`src/rtl/param_updown_counter.sv`:
```
// Parametrised up/down counter with a programmable terminal count, parallel load,
// wrap or saturate boundary handling, and sticky overflow/underflow flags.
module param_updown_counter #(
    parameter int unsigned          WIDTH     = 8,
    parameter logic [WIDTH-1:0]     MAX_VALUE = {WIDTH{1'b1}},
    parameter bit                   SATURATE  = 1'b0
) (
    input  logic             clk,
    input  logic             reset,
    input  logic             enable,
    input  logic             up_down,
    input  logic             load,
    input  logic [WIDTH-1:0] load_value,
    input  logic             clear_flags,
    output logic [WIDTH-1:0] counter_out,
    output logic             overflow_out,
    output logic             underflow_out,
    output logic             wrap_pulse,
    output logic             terminal_out
);

    // One extra bit keeps the load clamp compare meaningful when MAX_VALUE is all ones.
    localparam logic [WIDTH:0]   MAX_EXT  = {1'b0, MAX_VALUE};
    localparam logic [WIDTH-1:0] ZERO     = '0;
    localparam logic [WIDTH-1:0] ONE      = WIDTH'(1);
    localparam logic [WIDTH-1:0] UP_EDGE  = SATURATE ? MAX_VALUE : ZERO;
    localparam logic [WIDTH-1:0] DN_EDGE  = SATURATE ? ZERO : MAX_VALUE;

    logic [WIDTH-1:0] cnt_q, cnt_d;
    logic             ovf_q, ovf_d;
    logic             udf_q, udf_d;
    logic             wrap_q, wrap_d;
    logic             at_max, at_zero;
    logic             ovf_set, udf_set;

    assign at_max  = (cnt_q == MAX_VALUE);
    assign at_zero = (cnt_q == ZERO);

    // Next-state: load beats stepping; flag set beats flag clear.
    always_comb begin
        cnt_d   = cnt_q;
        wrap_d  = 1'b0;
        ovf_set = 1'b0;
        udf_set = 1'b0;

        if (load) begin
            if ({1'b0, load_value} > MAX_EXT) begin
                cnt_d = MAX_VALUE;
            end else begin
                cnt_d = load_value;
            end
        end else if (enable) begin
            if (up_down) begin
                if (at_max) begin
                    cnt_d   = UP_EDGE;
                    ovf_set = 1'b1;
                    wrap_d  = 1'b1;
                end else begin
                    cnt_d = cnt_q + ONE;
                end
            end else begin
                if (at_zero) begin
                    cnt_d   = DN_EDGE;
                    udf_set = 1'b1;
                    wrap_d  = 1'b1;
                end else begin
                    cnt_d = cnt_q - ONE;
                end
            end
        end

        ovf_d = ovf_set | (ovf_q & ~clear_flags);
        udf_d = udf_set | (udf_q & ~clear_flags);
    end

    // State registers, cleared asynchronously by reset.
    always_ff @(posedge clk or posedge reset) begin
        if (reset) begin
            cnt_q  <= '0;
            ovf_q  <= 1'b0;
            udf_q  <= 1'b0;
            wrap_q <= 1'b0;
        end else begin
            cnt_q  <= cnt_d;
            ovf_q  <= ovf_d;
            udf_q  <= udf_d;
            wrap_q <= wrap_d;
        end
    end

    assign counter_out   = cnt_q;
    assign overflow_out  = ovf_q;
    assign underflow_out = udf_q;
    assign wrap_pulse    = wrap_q;

    // Terminal count seen in the current direction, zero latency.
    assign terminal_out = (up_down & at_max) | (~up_down & at_zero);

endmodule

```
`config.mk`:
```
export PLATFORM = sky130hd
export DESIGN_NAME = param_updown_counter
export DESIGN_NICKNAME = d
export VERILOG_FILES = /design/src/rtl/param_updown_counter.sv
export SDC_FILE = /design/constraint.sdc
export NUM_CORES = 1
export LEC_CHECK = 0
export CORE_MARGIN = 1.5
export CORE_UTILIZATION = 42
export DETAILED_ROUTE_END_ITERATION = 10
export GPL_ROUTABILITY_DRIVEN = 0
export PLACE_DENSITY_LB_ADDON = 0.15
export SYNTH_ARGS = -nofsm -noshare
export SYNTH_HDL_FRONTEND = slang
export SYNTH_SLANG_ARGS = --single-unit
```
`constraint.sdc`:
```
create_clock -name clk -period 1.6 [get_ports clk]
set_input_delay 0.24 -clock clk [delete_from_list [all_inputs] [get_ports clk]]
set_output_delay 0.24 -clock clk [all_outputs]
set_load 0.1 [all_outputs]
```
==> impl_metrics.json <==
{
  "status": "finished, violations left",
  "violations": "setup timing",
  "crit_arrival_ns": 1.70,
  "setup_violations": 10,
  "grt_util_all_layers": 0.252,
  "grt_pass1_vias": 1042,
  "rsz0062_at_grt": "yes",
  "antenna_cells": 0,
  "portBuffers": 25,
  "grt_start_max_net_pins": 14,
  "final_cell_mix": "buf_4, clkdlybuf4s50_1, nor2_1, buf_12, nand2_1",
  "fin_skew_ns": 0.00385,
  "overflow": 0,
  "drtAntennaViolNets": 0,
  "synthTopCellsByArea": "dfrtp_1, a21oi_1, nand2_1",
  "vias": 1081,
  "setup_tns_ns": -1.67,
  "die_w_um": 49.6,
  "syn_avg_cell_area_um2": 7.81,
  "die_h_um": 49.6,
  "cts_buffers": 3,
  "drive_above_1_share": 0.429,
  "syn_area_um2": 913,
  "dp_hpwl_um": 2000,
  "holdBufCountCts": 0,
  "drv_cap": 0,
  "dieArea_um2": 2460,
  "htreeDepth": 1,
  "area_growth_pct": 75.8,
  "critPathCaptureType": "primary output",
  "final_common_cell": "buf_4",
  "yosysWarnings": 0,
  "yosys.area_share.simple": 0.288,
  "synthDistinctLibCells": 35,
  "crit_required_ns": 1.36,
  "via_per_inst": 5.75,
  "period_share": 1.21,
  "antenna_found_initial": 0,
  "dr.first_iter.drc_count": 21,
  "crit_fanout": 4,
  "crit_type": "flip-flop to primary output",
  "r2r_cells": 9,
  "relSlewSlack": 0.695,
  "dr.pass1.iters": 4,
  "ios": 26,
  "synth_top_area_frac": 0.301,
  "p_per_area_nw_per_um2": 768,
  "drv_slew": 0,
  "p_leak_nw": 0.653,
  "hold_violations": 0,
  "grt_pass1_wl_um": 4710,
  "synth_cells": 117,
  "final_area_um2": 1610,
  "synth-adder-area-share": 0.0411,
  "cts_buffer_depth": 2,
  "placed_cell_area_um2": 1480,
  "clock.fmax_mhz": 516,
  "clockRootBuffer": "clkbuf_4",
  "worst_slew_pin_slew_ns": 0.457,
  "r2r_slack_ns": -0.27,
  "start_util": 0.456,
  "yosys.area_share.xor_xnor": 0.0671,
  "cts.sinks": 11,
  "seq_area_um2": 295,
  "fill_cells": 128,
  "synth_fp_nets": 134,
  "fin_nets": 179,
  "setup_slack_ns": -0.338,
  "worst_hold_path_type": "input port to asynchronous set/reset pin",
  "r2r-start": "counter_out[0]",
  "synth_edf_count": 0,
  "synth_compound_area_frac": 0.221,
  "vdd_drop_max_v": 0.000643,
  "timing.rr.end": "counter_out[4]",
  "synth_mux_area_frac": 0,
  "core_um2": 2000,
  "async_flop_share": 1.00,
  "drc": 0,
  "ys_ff_latch": 11,
  "cts_tree": "yes",
  "wirelength_um": 3000,
  "ys.flop_type": "dfrtp_1",
  "synth_top_family_by_area": "simple AND/OR/NAND/NOR gates",
  "yosysSeqAreaShare": 0.301,
  "post_drt_wl_per_cell_um": 16.0,
  "multiInputGateArea_um2": 667,
  "start_kind": "flip-flop",
  "num_rows": 16,
  "clk_pin_slew_worst_paths_ns": 0.08,
  "clock_latency_ns": 0.28,
  "period_needed_ns": 1.94,
  "yosys.area.top_type": "dfrtp_1"
}
## area by class of cell
| cell class | instances | share of cell area |
|---|---|---|
| multi-input cells | 90 | 0.415 |
| inverters | 8 | 0.0218 |
| clock inverters | 1 | 0.00312 |
| clock buffers | 3 | 0.0140 |
| repair buffers | 48 | 0.341 |
| flip-flops and latches | 11 | 0.184 |
| well taps | 27 | 0.0210 |
## cell families (layout without fill, tap and decap cells)
family,Yosys count,after routing
and+or+nand+nor,47,47
AOI/OAI and AO/OA,33,33
buffers and inverters,16,60
xor gates and xnor gates,7,7
adders and majority gates,3,3
DFF,11,11
## critical path: stages, from the launching register on
cell	delay [ns]
dfrtp_4	0.53
inv_4	0.09
ha_4	0.12
nor4b_4	0.27
nand3_4	0.15
nand2_8	0.08
buf_12	0.16
## power breakdown
part	switching, mW	internal [mW]	leakage, nW
sequential	0.0665	0.312	0.130
clock	0.113	0.0929	0.0177
combinational	0.371	0.277	0.506
## through the flow
stage	total power [mW]	setup slack, ns	instances	hold slack, ns	util
2_1_floorplan	0.742	-0.298	117	0.0922	-
6_report	1.23	-0.338	188	0.255	0.802
4_1_cts	1.20	-0.306	187	0.267	0.780
3_3_place_gp	0.960	-0.122	180	0.567	0.741
5_1_grt	1.29	-0.380	188	0.303	0.802
3_5_place_dp	0.972	-0.145	180	0.574	0.741
## per-layer routing
layer  routed length (um)  global-route usage
met1                 1280               0.312
met2                 1460               0.416
met3                  162              0.0242
met4                  100               0.162
met5                    0                   0
## synthesized netlist by cell type, types with 2 or more instances
library cell / n
xor2_1: 4
nand2b_1: 2
a21oi_1: 9
clkbuf_1: 3
o21ai_0: 8
o21ai_1: 5
a31oi_1: 2
inv_1: 8
nor3_2: 2
ha_1: 3
xnor2_1: 3
o22ai_1: 3
nand4_1: 2
nand2_1: 12
nor2_1: 12
dfrtp_1: 11
nor3_1: 2
buf_2: 2
and3_1: 3
nand3_1: 6
## timing repair
item / 4_1_cts / 5_1_grt
gates resized for setup: 10 / 9
pin swaps: 10 / 8
endpoints found under the setup margin: 9 / 10
setup buffers: 4 / 3
## flip-flops by register name, indices dropped and copies added, names as in the netlist
signal / cells
counter_out: 8
overflow_out: 1
underflow_out: 1
wrap_pulse: 1
## how the worst max path moves through the flow
stage	start	endpoint	cells past startpoint	slack [ns]
final	counter_out[0]	terminal_out	6	-0.34
after global placement	counter_out[1]	counter_out[2]	8	-0.12
after floorplan	counter_out[0]	terminal_out	6	-0.30
after detailed placement	counter_out[1]	counter_out[2]	8	-0.15
after global routing	counter_out[1]	terminal_out	6	-0.38
after CTS	counter_out[1]	terminal_out	6	-0.31
No activity file was read; power rests on OpenSTA's default activity.
